$ cat src/rtl/alu_pkg.sv
// Shared definitions for the alu block and its UART front end.
//   - default operand/opcode widths
//   - opcode constants understood by alu
//   - state encoding of the alu_uart_if frame assembler
package alu_pkg;

  localparam int unsigned NB_DATA_DEF = 8;
  localparam int unsigned NB_OP_DEF   = 8;

  // Opcode constants (MIPS-style funct codes)
  localparam logic [7:0] OP_ADD = 8'h20;
  localparam logic [7:0] OP_SUB = 8'h22;
  localparam logic [7:0] OP_AND = 8'h24;
  localparam logic [7:0] OP_OR  = 8'h25;
  localparam logic [7:0] OP_XOR = 8'h26;
  localparam logic [7:0] OP_SRA = 8'h03;
  localparam logic [7:0] OP_SRL = 8'h02;
  localparam logic [7:0] OP_NOR = 8'h27;

  // Frame assembler states
  typedef enum logic [1:0] {
    ST_WAIT_A  = 2'd0,
    ST_WAIT_B  = 2'd1,
    ST_WAIT_OP = 2'd2,
    ST_SEND    = 2'd3
  } state_t;

endpackage : alu_pkg

$ cat src/rtl/alu_uart_if.sv
// Byte-serial front end for alu: assembles A, B, OP from received bytes,
// then samples the combinational alu result and hands it to the transmitter.
// Ports:
//   clk, rst_n         clock, async active-low reset
//   rx_data, rx_done   received byte + one-cycle strobe
//   tx_busy            transmitter busy, blocks tx_start
//   alu_res            combinational alu result
//   dato_a, dato_b, op operand/opcode registers driving alu
//   tx_data, tx_start  result byte + one-cycle strobe to transmitter
//   overrun            sticky: byte arrived while a result was pending
module alu_uart_if
  import alu_pkg::*;
#(
  parameter int unsigned NB_DATA = NB_DATA_DEF,
  parameter int unsigned NB_OP   = NB_OP_DEF
) (
  input  logic               clk,
  input  logic               rst_n,
  input  logic [NB_DATA-1:0] rx_data,
  input  logic               rx_done,
  input  logic               tx_busy,
  input  logic [NB_DATA-1:0] alu_res,
  output logic [NB_DATA-1:0] dato_a,
  output logic [NB_DATA-1:0] dato_b,
  output logic [NB_OP-1:0]   op,
  output logic [NB_DATA-1:0] tx_data,
  output logic               tx_start,
  output logic               overrun
);

  state_t             r_state;
  logic [NB_DATA-1:0] r_dato_a;
  logic [NB_DATA-1:0] r_dato_b;
  logic [NB_OP-1:0]   r_op;
  logic [NB_DATA-1:0] r_tx_data;
  logic               r_tx_start;
  logic               r_overrun;

  // Frame FSM and register bank; tx_start defaults low so it is a single pulse
  always_ff @(posedge clk or negedge rst_n) begin
    if (!rst_n) begin
      r_state    <= ST_WAIT_A;
      r_dato_a   <= '0;
      r_dato_b   <= '0;
      r_op       <= '0;
      r_tx_data  <= '0;
      r_tx_start <= 1'b0;
      r_overrun  <= 1'b0;
    end else begin
      r_tx_start <= 1'b0;
      case (r_state)
        ST_WAIT_A: begin
          if (rx_done) begin
            r_dato_a <= rx_data;
            r_state  <= ST_WAIT_B;
          end
        end
        ST_WAIT_B: begin
          if (rx_done) begin
            r_dato_b <= rx_data;
            r_state  <= ST_WAIT_OP;
          end
        end
        ST_WAIT_OP: begin
          if (rx_done) begin
            r_op    <= NB_OP'(rx_data);
            r_state <= ST_SEND;
          end
        end
        ST_SEND: begin
          // A byte here is dropped; the send itself is unaffected
          if (rx_done) begin
            r_overrun <= 1'b1;
          end
          // alu_res has had a full cycle since op settled
          if (!tx_busy) begin
            r_tx_data  <= alu_res;
            r_tx_start <= 1'b1;
            r_state    <= ST_WAIT_A;
          end
        end
        default: r_state <= ST_WAIT_A;
      endcase
    end
  end

  assign dato_a   = r_dato_a;
  assign dato_b   = r_dato_b;
  assign op       = r_op;
  assign tx_data  = r_tx_data;
  assign tx_start = r_tx_start;
  assign overrun  = r_overrun;

endmodule : alu_uart_if

$ cat config.mk
export PLATFORM = sky130hd
export DESIGN_NAME = alu_uart_if
export DESIGN_NICKNAME = d
export VERILOG_FILES = /design/src/rtl/alu_pkg.sv /design/src/rtl/alu_uart_if.sv
export SDC_FILE = /design/constraint.sdc
export NUM_CORES = 1
export LEC_CHECK = 0
export ABC_AREA = 0
export CAP_MARGIN = 0
export CORE_MARGIN = 4
export CORE_UTILIZATION = 60
export DETAILED_ROUTE_END_ITERATION = 7
export DONT_BUFFER_PORTS = 1
export PLACE_DENSITY_LB_ADDON = 0.1
export SYNTH_ARGS = -nofsm -noshare
export SYNTH_HDL_FRONTEND = slang
export SYNTH_SLANG_ARGS = --single-unit
$ cat constraint.sdc
create_clock -name clk -period 3.8 [get_ports clk]
set_input_delay 0.76 -clock clk [delete_from_list [all_inputs] [get_ports clk]]
set_output_delay 0.76 -clock clk [all_outputs]
set_load 0.005 [all_outputs]
==> results of run 1 <==
## routing by layer
metal / up-vias / GRT usage (%) / wire length, um
li1: 307 / - / -
met1: 341 / 16.7 / 788
met2: 39 / 25.2 / 1130
met3: 7 / 8.97 / 306
met4: 0 / 8.14 / 46
met5: - / 0 / 0
## worst min path at each step
stage	start	to	slack [ns]	cells after the start
2_1_floorplan	overrun	overrun	0.45	1
3_3_place_gp	rst_n	tx_start	0.47	0
3_5_place_dp	rst_n	tx_data[3]	0.47	0
4_1_cts	rst_n	op[5]	0.1	0
5_1_grt	rst_n	tx_start	0.08	0
6_report	rst_n	overrun	0.12	0
## logic make-up after synthesis
kind of cell / Yosys count
DFF: 36
muxes: 34
and+or+nand+nor: 7
adders and majority gates: 4
buffers and inverters: 3
AOI/OAI and AO/OA: 2
## sequential cells by signal (all words and copies together) (netlist names)
name,flops
dato_a,8
dato_b,8
op,8
overrun,1
r_state,2
tx_data,8
tx_start,1
## power groups by stage
stage	sequential (mW)	combinational [mW]	clock, mW
finish	0.718	0.334	0.178
global route	0.745	0.373	0.208
CTS	0.724	0.342	0.188
detailed placement	0.733	0.341	0
global placement	0.726	0.322	0
floorplan	0.685	0.300	0
## placed cells by master, fill, tap and decap left out
cell and count:
clkbuf_4 5, a21o_1 1, nand2_1 1, inv_1 2, mux2_2 33, ha_1 4
nor2_1 1, o21ai_1 1, nand2_2 3, dfrtp_1 36, nor2b_1 1, clkbuf_1 1
mux2i_1 1, clkinv_2 1, nor3_1 1
## metrics by stage
step / total power [mW] / setup slack (ns) / cells / instance area, um2 / hold WS [ns]
2_1_floorplan: 0.985 / 2.35 / 86 / 1400 / 0.451
3_3_place_gp: 1.05 / 2.01 / 113 / 1430 / 0.465
3_5_place_dp: 1.07 / 1.92 / 113 / 1430 / 0.465
4_1_cts: 1.25 / 2.04 / 120 / 1470 / 0.0974
5_1_grt: 1.33 / 1.92 / 120 / 1470 / 0.0812
6_report: 1.23 / 2.09 / 120 / 1470 / 0.117
## area by class of cell
cell class | instances | area [um2]
sequential | 36 | 901
fill | 164 | 741
multi-input combinational | 47 | 482
clock buffer | 6 | 41.3
tap | 28 | 35.0
inverter | 2 | 7.51
clock inverter | 1 | 5.00
==> summary.txt, run 1 <==
Run status
  • Status: finished, final reports clean

Synth
  • Post-synth EDFFs: 0
  • Main synth FF type: dfrtp_1
  • Register bit total from synthesis: 36
  • Post-synthesis share of cell area spent on xor and xnor gates: 0%
  • Cell types with the highest counts after synthesis: dfrtp_1, mux2_2, ha_1
  • Yosys warns: 0
  • Sequential-to-total area share from yosys stat: 64.5%
  • Average footprint of a synthesized cell: 16.3 um2
  • Count of cell types in the netlist: 13
  • Post-Synthesis Cell Area: 1400 um2
  • Synth Area in Compound Gates: 0.895%
  • Area share of the leading cell type in the synthesized netlist: between 60 and 70%
  • Post-synthesis mux area share: 27.3%
  • Dominant combinational cell family by area after synthesis: multiplexers
  • Simple logic cell fraction of the synthesized area: 2.69%
  • Library cell with the highest instance count after synthesis: dfrtp_1
  • Share of async-settable or async-resettable flops after synthesis: 100%
  • Synthesized netlist net count: 110
  • Post-synthesis share of cell area spent on full adders, half adders and majority gates: under 10%
  • Cells after synthesis: 86
  • Synth top area cells: dfrtp_1, mux2_2, ha_1
  • Cell type with the highest aggregate area in the netlist: dfrtp_1

Setup path
  • Endpoint arrival time on the critical path: 1.93 ns
  • Number of buffer and inverter instances along the worst setup path: 0
  • Launch instance of the worst register-to-register path: r_state[0]
  • Length in cells of the worst reg-to-reg path: 3
  • Minimum setup slack among reg-to-reg paths: roughly 2.1 ns
  • Capture point of the worst reg-to-reg path: tx_data[0]
  • Critical path capture point: tx_data[0]
  • Top Family by Delay on Critical Path: simple AND/OR/NAND/NOR gates
  • CP max-delay cell: nor2b_1
  • Crit-path max cell delay: 0.59 ns
  • Series of cell instances along the critical path: ha_1 > nor2b_1 > mux2_2
  • Setup Crit Path Kind: flop to flop
  • CP max FO: 9
  • Kind of launch point of the worst setup path: flop
  • Worst setup EP type: flop
  • CP Data Required Time: 4.02 ns
  • Total stage count of the critical path: 3
  • Critical Path Source: r_state[0]

Floorplan
  • Placement row count: 17
  • Die boundary height: 56.3 um
  • Core outline area: 2210 um2
  • Die Area: 3170 um2
  • Number of placed I/O pins: 54
  • Die outline width: 56.3 um
  • Initial core utilization: between 60 and 70%

GRT
  • First-pass GRT wire length: 3710 um
  • Maximum number of pins on one net before global-route repair: 37
  • Antenna violations before repair: 0
  • All-layer global routing usage: 15.9%
  • Vias in the first global route: slightly below 800
  • Global route total overflow: 0

STA
  • Count of final max-slew check failures: 0
  • RSZ-0062 raised after global routing: false
  • Relative slew margins: 52.5%
  • Largest clock skew in the final design: 0.00519 ns
  • Final total negative setup slack: 0 ns
  • Upper clock frequency limit: 0.584 GHz
  • Final hold violations: 0
  • Number of setup violations in the final report: 0
  • Clock period minus final worst setup slack: 1.71 ns
  • Fraction of the cycle the final worst path needs: 45.0%
  • Slew at the pin closest to its max-slew limit: 0.710 ns

Layout
  • Share of cells above drive strength 1: between 40% and 50%
  • Layout Nets: 116
  • Layout overhead on the synthesized area: 5.28%
  • Final core occ: 66.5%
  • Inserted Diodes: 0

Clock tree
  • Cell at the root of the clock tree: clkbuf_4
  • Worst-skew pair later-pin latency: 0.32 ns
  • Number of buffers added to fix hold violations after cts: 0
  • Clock slew at reported path FFs: 0.10 ns
  • Inserted Clock Buffers: 5
  • Clock Sink Count: 36
  • Max clock buf depth: 2
  • Clock tree from TritonCTS: yes
  • Number of H-tree levels: 2
  • Post-CTS setup repair buffer count: 0
  • Post-CTS Resized: 0

Detailed routing
  • Post-route ant nets: 0
  • Remaining routing DRC violations: 0
  • Via count normalized by instance count: roughly 5.8
  • DRC marker count from the first detailed-route iteration: 5
  • Wirelength per Cell: approximately 19 um
  • Number of search-and-repair iterations in the first detailed-routing pass: 2
  • Via Count: between 600 and 700
  • Aggregate routed wire length: approximately 2300 um

Worst hold path
  • Worst hold-check path type: input pin to async pin

Pwr
  • Net load switching power: 0.376 mW
  • Comb pwr share: between 20 and 30%
  • Clock power frac: 14.4%
  • Net switching fraction of the power: 30.6%
  • Ratio of total power to cell area: approximately 840 nW/um2
  • LEAKAGE: around 0.65 nW
  • Share of total power in sequential cells: roughly three fifths
  • Cell-internal power: approximately 0.85 mW
  • Highest ir drop seen on vdd: just over 0.5 mV

Place
  • Routability congestion estimate: roughly 0.75
  • Detailed placer's ending HPWL: about 1700 um
  • IO buf count: 0

Job
  • Max capacitance violation total: 0
No activity file was read; power rests on OpenSTA's default activity.
==> run 2: changes to the inputs <==
--- a/config.mk
+++ b/config.mk
@@ -5,7 +5,7 @@
 export SDC_FILE = /design/constraint.sdc
 export NUM_CORES = 1
 export LEC_CHECK = 0
-export ABC_AREA = 0
+export ABC_AREA = 1
 export CAP_MARGIN = 0
 export CORE_MARGIN = 4
 export CORE_UTILIZATION = 60
==> constraint.sdc (replaced) <==
create_clock -name clk -period 1.6 [get_ports clk]
set_input_delay 0.32 -clock clk [delete_from_list [all_inputs] [get_ports clk]]
set_output_delay 0.32 -clock clk [all_outputs]
set_load 0.005 [all_outputs]
==> run 2 against run 1 <==
  * Sequential power is 130% higher
  * Area after synthesis increased by 6.9%
  * Flip-flop and latch count is the same
  * Via count increased by 40%
  * Combinational power grew to 2.6 times the previous value
  * Critical path type unchanged
  * Largest cell class unchanged
==> summary.txt, run 2 <==
Layout
  • Layout Nets: 177 (was 116)
  • Most common library cell in the layout ignoring fill and taps: nand2_1 (was dfrtp_1)
  • Final core occ: 70.0% (was 66.5%)
  • Number of fillers in the final layout: 179 (was 164)
  • Most frequent cells in the layout: nand2_1, dfrtp_1, inv_1, o21ai_2, o21ai_1 (was dfrtp_1, mux2_2, clkbuf_4, ha_1, nand2_2)
  • Share of cells above drive strength 1: 16.9% (was 45.7%)
  • Count of placed standard cells in the final layout, fillers left out: 182 (was 120)
  • Layout overhead on the synthesized area: 7.70% (was 5.28%)
  • Inserted Diodes: 0 (unchanged)

Setup path
  • Critical path's most frequent cell: nand2_1
  • CP Data Required Time: 1.83 ns (was 4.02 ns)
  • Crit-path max cell delay: 0.44 ns (was 0.59 ns)
  • Length in cells of the worst reg-to-reg path: 6 (was 3)
  • Kind of launch point of the worst setup path: flop (unchanged)
  • Setup Crit Path Kind: flop to flop (unchanged)
  • Endpoint arrival time on the critical path: 1.69 ns (was 1.93 ns)
  • Worst setup EP type: flop (unchanged)
  • Number of buffer and inverter instances along the worst setup path: 2 (was 0)
  • Total stage count of the critical path: 6 (was 3)
  • Top Family by Delay on Critical Path: simple AND/OR/NAND/NOR gates (unchanged)
  • CP max-delay cell: dfrtp_1 (was nor2b_1)
  • Series of cell instances along the critical path: ha_1 > inv_1 > or2_1 > clkinv_8 > nand2_1 > nand2_1 (was ha_1 > nor2b_1 > mux2_2)
  • CP max FO: 9 (unchanged)

STA
  • Upper clock frequency limit: 0.683 GHz (was 0.584 GHz)
  • Relative slew margins: 70.0% (was 52.5%)
  • Fraction of the cycle the final worst path needs: 91.5% (was 45.0%)
  • Slew at the pin closest to its max-slew limit: 0.450 ns (was 0.710 ns)
  • Final hold violations: 0 (unchanged)
  • Count of final max-slew check failures: 0 (unchanged)
  • Number of setup violations in the final report: 0 (unchanged)
  • Clock period minus final worst setup slack: 1.46 ns (was 1.71 ns)
  • Largest clock skew in the final design: 0.00447 ns (was 0.00519 ns)
  • Minimum setup slack in the final design: 0.137 ns (was 2.09 ns)
  • Final total negative setup slack: 0 ns (unchanged)
  • RSZ-0062 raised after global routing: false (unchanged)

Detailed routing
  • Number of search-and-repair iterations in the first detailed-routing pass: 4 (was 2)
  • Post-route ant nets: 0 (unchanged)
  • DRC marker count from the first detailed-route iteration: 27 (was 5)
  • Via Count: 971 (was 694)
  • Wirelength per Cell: 15.7 um (was 18.9 um)
  • Via count normalized by instance count: 5.34 (was 5.78)
  • Aggregate routed wire length: 2860 um (was 2270 um)
  • Remaining routing DRC violations: 0 (unchanged)

Synth
  • Area share of the leading cell type in the synthesized netlist: 60.3% (was 64.5%)
  • Synthesized netlist net count: 172 (was 110)
  • Cell type with the highest aggregate area in the netlist: dfrtp_1 (unchanged)
  • Post-Synthesis Cell Area: 1490 um2 (was 1400 um2)
  • Share of async-settable or async-resettable flops after synthesis: 100% (unchanged)
  • Synth top area cells: dfrtp_1, nand2_1, o21ai_2 (was dfrtp_1, mux2_2, ha_1)
  • Yosys warns: 0 (unchanged)
  • Sequential-to-total area share from yosys stat: 60.3% (was 64.5%)
  • Average footprint of a synthesized cell: 10.1 um2 (was 16.3 um2)
  • Library cell with the highest instance count after synthesis: nand2_1 (was dfrtp_1)
  • Main synth FF type: dfrtp_1 (unchanged)
  • Cell types with the highest counts after synthesis: nand2_1, dfrtp_1, inv_1 (was dfrtp_1, mux2_2, ha_1)
  • Register bit total from synthesis: 36 (unchanged)
  • Cells after synthesis: 148 (was 86)
  • Count of cell types in the netlist: 15 (was 13)
  • Post-synth EDFFs: 0 (unchanged)

Clock tree
  • Clock Sink Count: 36 (unchanged)
  • Cell at the root of the clock tree: clkbuf_4 (unchanged)
  • Worst-skew pair later-pin latency: 0.33 ns (was 0.32 ns)
  • Clock slew at reported path FFs: 0.11 ns (was 0.10 ns)
  • Number of H-tree levels: 2 (unchanged)
  • Clock tree from TritonCTS: yes (unchanged)
  • Inserted Clock Buffers: 5 (unchanged)
  • Max clock buf depth: 2 (unchanged)

GRT
  • Global route total overflow: 0 (unchanged)
  • First-pass GRT wire length: 4800 um (was 3710 um)
  • Antenna violations before repair: 0 (unchanged)
  • Vias in the first global route: 1035 (was 769)
  • All-layer global routing usage: 19.1% (was 15.9%)
  • Maximum number of pins on one net before global-route repair: 37 (unchanged)

Floorplan
  • Die boundary height: 57.9 um (was 56.3 um)
  • Placement row count: 17 (unchanged)
  • Die outline width: 57.9 um (was 56.3 um)
  • Core outline area: 2300 um2 (was 2210 um2)
  • Initial core utilization: 65.0% (was 63.2%)
  • Die Area: 3350 um2 (was 3170 um2)
  • Number of placed I/O pins: 54 (unchanged)

Pwr
  • LEAKAGE: 0.841 nW (was 0.652 nW)
  • Final total power: 3.23 mW (was 1.23 mW)
  • Ratio of total power to cell area: 2010 nW/um2 (was 836 nW/um2)
  • Highest ir drop seen on vdd: 1.26 mV (was 0.518 mV)

Place
  • Placement-stage worst setup slack: 0.141 ns (was 1.92 ns)
  • Routability congestion estimate: 0.721 (was 0.751)
  • IO buf count: 0 (unchanged)
  • Detailed placer's ending HPWL: 2010 um (was 1710 um)
  • Cells after DPL: 172 (was 113)

Job
  • Max capacitance violation total: 0 (unchanged)

Worst hold path
  • Worst hold-check path type: input pin to flop (was input pin to async pin)
  • Worst hold stages: 2

Run status
  • Status: finished, final reports clean (unchanged)
## run 2: changes by cell type after synthesis, sizes merged, moves of 2 or more
cell / change
nand3: +2
buf: +3
mux2: -33
or2: +2
nand2: +53
o21ai: +24
inv: +12
## run 2: cell type report
cell class | instances | area [um2] | area share, %
Timing Repair Buffer | 2 | 30.0 | 1.87
Sequential cell | 36 | 901 | 56.0
Multi-Input combinational cell | 93 | 479 | 29.8
Tap cell | 28 | 35.0 | 2.18
Clock inverter | 1 | 30.0 | 1.87
Clock buffer | 7 | 65.1 | 4.04
Inverter | 15 | 68.8 | 4.28
## run 2: what timing repair did
action	CTS	global route
hold buffers	2	0
setup buffers	0	0
endpoints found under the hold margin	36	0
gates resized for setup	0	0
## run 2: worst register-to-register path, stage by stage (launching register included)
cell and delay (ns):
dfrtp_1 0.44, ha_1 0.21, inv_1 0.07, or2_1 0.38, clkinv_8 0.12, nand2_1 0.09
nand2_1 0.06
## run 2: routing by layer
metal  up-vias  track usage [%]  routed length [um]
met3         5             10.0                 278
met4         0             6.95                  41
met1       455             20.8                1110
li1        467                -                   -
met5         -                0                   0
met2        44             31.5                1430
## run 2: metrics by stage
step	area, um2	hold WS (ns)
floorplan	1490	0.0244
global placement	1480	0.0252
detailed placement	1480	0.0252
CTS	1610	0.0775
global route	1610	0.0724
finish	1610	0.0918
## run 2: worst paths after layout
check / startpoint / to / slack, ns
max: r_state[1] / tx_data[2] / 0.14
min: alu_res[5] / tx_data[5] / 0.09
max reg2reg: r_state[1] / tx_data[2] / 0.14
min reg2reg: overrun / overrun / 0.52
max in group asynchronous: rst_n / dato_b[4] / 0.98
min in group asynchronous: rst_n / r_state[0] / 0.45
## run 2: cells by family after synthesis
kind of cell | after synthesis | synth area share (%)
AO/OA/AOI/OAI | 26 | 11.9
adder cells (fa/ha/maj) | 4 | 3.35
buffers and inverters | 19 | 7.62
flip-flops | 36 | 60.3
AND/OR/NAND/NOR | 63 | 16.8
## run 2: where the power goes
group          switching (mW)  leakage, nW  internal [mW]
clock                   0.295       0.0515          0.415
sequential              0.334        0.448           1.32
combinational           0.529        0.342          0.338
total                    1.16        0.841           2.07
==> run 3: changes to the inputs <==
==> constraint.sdc (replaced) <==
create_clock -name clk -period 1.4 [get_ports clk]
set_input_delay 0.28 -clock clk [delete_from_list [all_inputs] [get_ports clk]]
set_output_delay 0.28 -clock clk [all_outputs]
set_load 0.005 [all_outputs]
==> run 3 against run 2 <==
  * Clock power rose by 2%
  * Die area did not move
  * Sequential power rose by 15%
  * Sequential share of layout area fell by 1.2 points
  * Critical endpoint is now r_state[1]
  * Via count rose by 4.0%
  * Critical path depth did not move
  * Clock skew fell by 0.0015 ns
  * Register-to-register slack got worse by 0.05 ns
  * First-iteration DRC count rose by 33%
  * Flip-flop and latch count did not move
  * Count of clock-buffer cells in the layout fell by 2
==> summary.txt, run 3 (synthesis results as in run 2) <==
Run status
  • Status: finished, final reports clean (unchanged)

STA
  • Smallest hold slack: 0.0444 ns (was 0.0918 ns)
  • Number of setup violations in the final report: 0 (unchanged)
  • Final total negative setup slack: 0 ns (unchanged)
  • Upper clock frequency limit: 0.763 GHz (was 0.683 GHz)
  • Minimum setup slack in the final design: 0.0894 ns (was 0.137 ns)
  • Count of final max-slew check failures: 0 (unchanged)
  • Final hold violations: 0 (unchanged)
  • Fraction of the cycle the final worst path needs: 93.6% (was 91.5%)
  • Largest clock skew in the final design: 0.00300 ns (was 0.00447 ns)
  • Clock period minus final worst setup slack: 1.31 ns (was 1.46 ns)
  • Slew at the pin closest to its max-slew limit: 0.226 ns (was 0.450 ns)
  • Relative slew margins: 84.9% (was 70.0%)

Place
  • Detailed placer's ending HPWL: 2140 um (was 2010 um)
  • Routability congestion estimate: 0.641 (was 0.721)
  • Placement-stage worst setup slack: -0.0377 ns (was 0.141 ns)
  • IO buf count: 0 (unchanged)
  • Post-placement cell area: 1500 um2 (was 1480 um2)
  • Cells after DPL: 173 (was 172)

Floorplan
  • Placement row count: 17 (unchanged)
  • Core outline area: 2300 um2 (unchanged)
  • Initial core utilization: 65.0% (unchanged)
  • Die Area: 3350 um2 (unchanged)
  • Number of placed I/O pins: 54 (unchanged)
  • Die outline width: 57.9 um (unchanged)
  • Die boundary height: 57.9 um (unchanged)

Detailed routing
  • Via Count: 1010 (was 971)
  • Wirelength per Cell: 16.1 um (was 15.7 um)
  • Via count normalized by instance count: 5.49 (was 5.34)
  • Post-route ant nets: 0 (unchanged)
  • Number of search-and-repair iterations in the first detailed-routing pass: 4 (unchanged)
  • Remaining routing DRC violations: 0 (unchanged)
  • Aggregate routed wire length: 2970 um (was 2860 um)
  • DRC marker count from the first detailed-route iteration: 36 (was 27)

Layout
  • Most frequent cells in the layout: nand2_1, dfrtp_1, inv_1, o21ai_2, o21ai_1 (unchanged)
  • Number of fillers in the final layout: 188 (was 179)
  • Design Area, Final: 1640 um2 (was 1610 um2)
  • Share of cells above drive strength 1: 19.2% (was 16.9%)
  • Final core occ: 71.5% (was 70.0%)
  • Most common library cell in the layout ignoring fill and taps: nand2_1 (unchanged)
  • Count of placed standard cells in the final layout, fillers left out: 184 (was 182)
  • Layout overhead on the synthesized area: 9.97% (was 7.70%)
  • Sequential standard cell area: 901 um2 (unchanged)
  • Inserted Diodes: 0 (unchanged)
  • Layout Nets: 179 (was 177)
  • Area of the multi-input gates: 500 um2 (was 479 um2)

Pwr
  • LEAKAGE: 0.866 nW (was 0.841 nW)
  • Ratio of total power to cell area: 2270 nW/um2 (was 2010 nW/um2)
  • Final total power: 3.72 mW (was 3.23 mW)
  • Highest ir drop seen on vdd: 1.53 mV (was 1.26 mV)

GRT
  • Maximum number of pins on one net before global-route repair: 37 (unchanged)
  • Antenna violations before repair: 0 (unchanged)
  • All-layer global routing usage: 19.8% (was 19.1%)
  • First-pass GRT wire length: 4880 um (was 4800 um)
  • Global route total overflow: 0 (unchanged)
  • Vias in the first global route: 1034 (was 1035)

Setup path
  • CP max FO: 4 (was 9)
  • CP Data Required Time: 1.64 ns (was 1.83 ns)
  • Kind of launch point of the worst setup path: flop (unchanged)
  • Minimum setup slack among reg-to-reg paths: 0.09 ns (was 0.14 ns)
  • Setup Crit Path Kind: flop to flop (unchanged)
  • Endpoint arrival time on the critical path: 1.55 ns (was 1.69 ns)
  • Worst setup EP type: flop (unchanged)

Job
  • Max capacitance violation total: 0 (unchanged)

Clock tree
  • Clock Sink Count: 36 (unchanged)
  • Number of H-tree levels: 2 (unchanged)
  • Worst-skew pair later-pin latency: 0.34 ns (was 0.33 ns)
  • Cell at the root of the clock tree: clkbuf_4 (unchanged)
  • Clock slew at reported path FFs: 0.11 ns (about the same)
  • Inserted Clock Buffers: 5 (unchanged)
  • Clock tree from TritonCTS: yes (unchanged)
  • Max clock buf depth: 2 (unchanged)

Worst hold path
  • Worst hold-check path type: input pin to flop (unchanged)
==> run 3: cell types whose count changed in the layout (fill, tap and decap cells not counted) <==
cell        before  now
buf_12           1    2
buf_4            0    1
clkbuf_8         2    0
clkinv_2         0    1
clkinvlp_4       0    1
nand2_2          3    0
nand2_4          0    3
nor2_1           2    1
nor2_2           0    1
o21ai_0          1    0
o21ai_2         12   13
==> run 3: per-layer routing <==
metal	share of wire (%)	GRT usage, %	routed length (um)	vias up
met3	10	8.46	298	5
met4	2.0	9.60	58	0
met5	0	0	0	-
met1	37	22.2	1100	485
met2	51	32.4	1510	49
li1	-	-	-	471
==> run 3: worst paths after layout <==
check / startpoint / depth (start not counted) / endpoint
setup / recovery: r_state[0] / 6 / r_state[1]
hold / removal: alu_res[7] / 2 / tx_data[7]
setup reg to reg: r_state[0] / 6 / r_state[1]
hold reg to reg: tx_data[3] / 2 / tx_data[3]
max in group asynchronous: rst_n / 2 / dato_a[1]
min in group asynchronous: rst_n / 2 / r_state[0]
==> run 3: cell type report <==
type                       count  area share [%]
clock inverter                 3            2.59
tap                           28            2.13
inverter                      15            4.19
sequential                    36            54.8
multi-input combinational     93            30.5
timing repair buffer           4            3.50
clock buffer                   5            2.28
==> run 3: what timing repair did <==
action,4_1_cts,5_1_grt
buffers inserted,0,1
hold endpoints to repair,36,0
gates resized for setup,1,5
setup endpoints to repair,2,13
hold buffers,2,0
==> run 3: where the power goes <==
part | internal (mW) | switching (mW)
registers | 1.50 | 0.384
logic | 0.450 | 0.657
clock network | 0.372 | 0.355
total | 2.33 | 1.40
==> run 3: critical path, cell delays in order, from the launching register on <==
cell and delay, ns:
dfrtp_1 0.43, buf_4 0.15, ha_1 0.24, o21ai_2 0.18, nand2_1 0.10, nand2_1 0.07, nand2_1 0.05
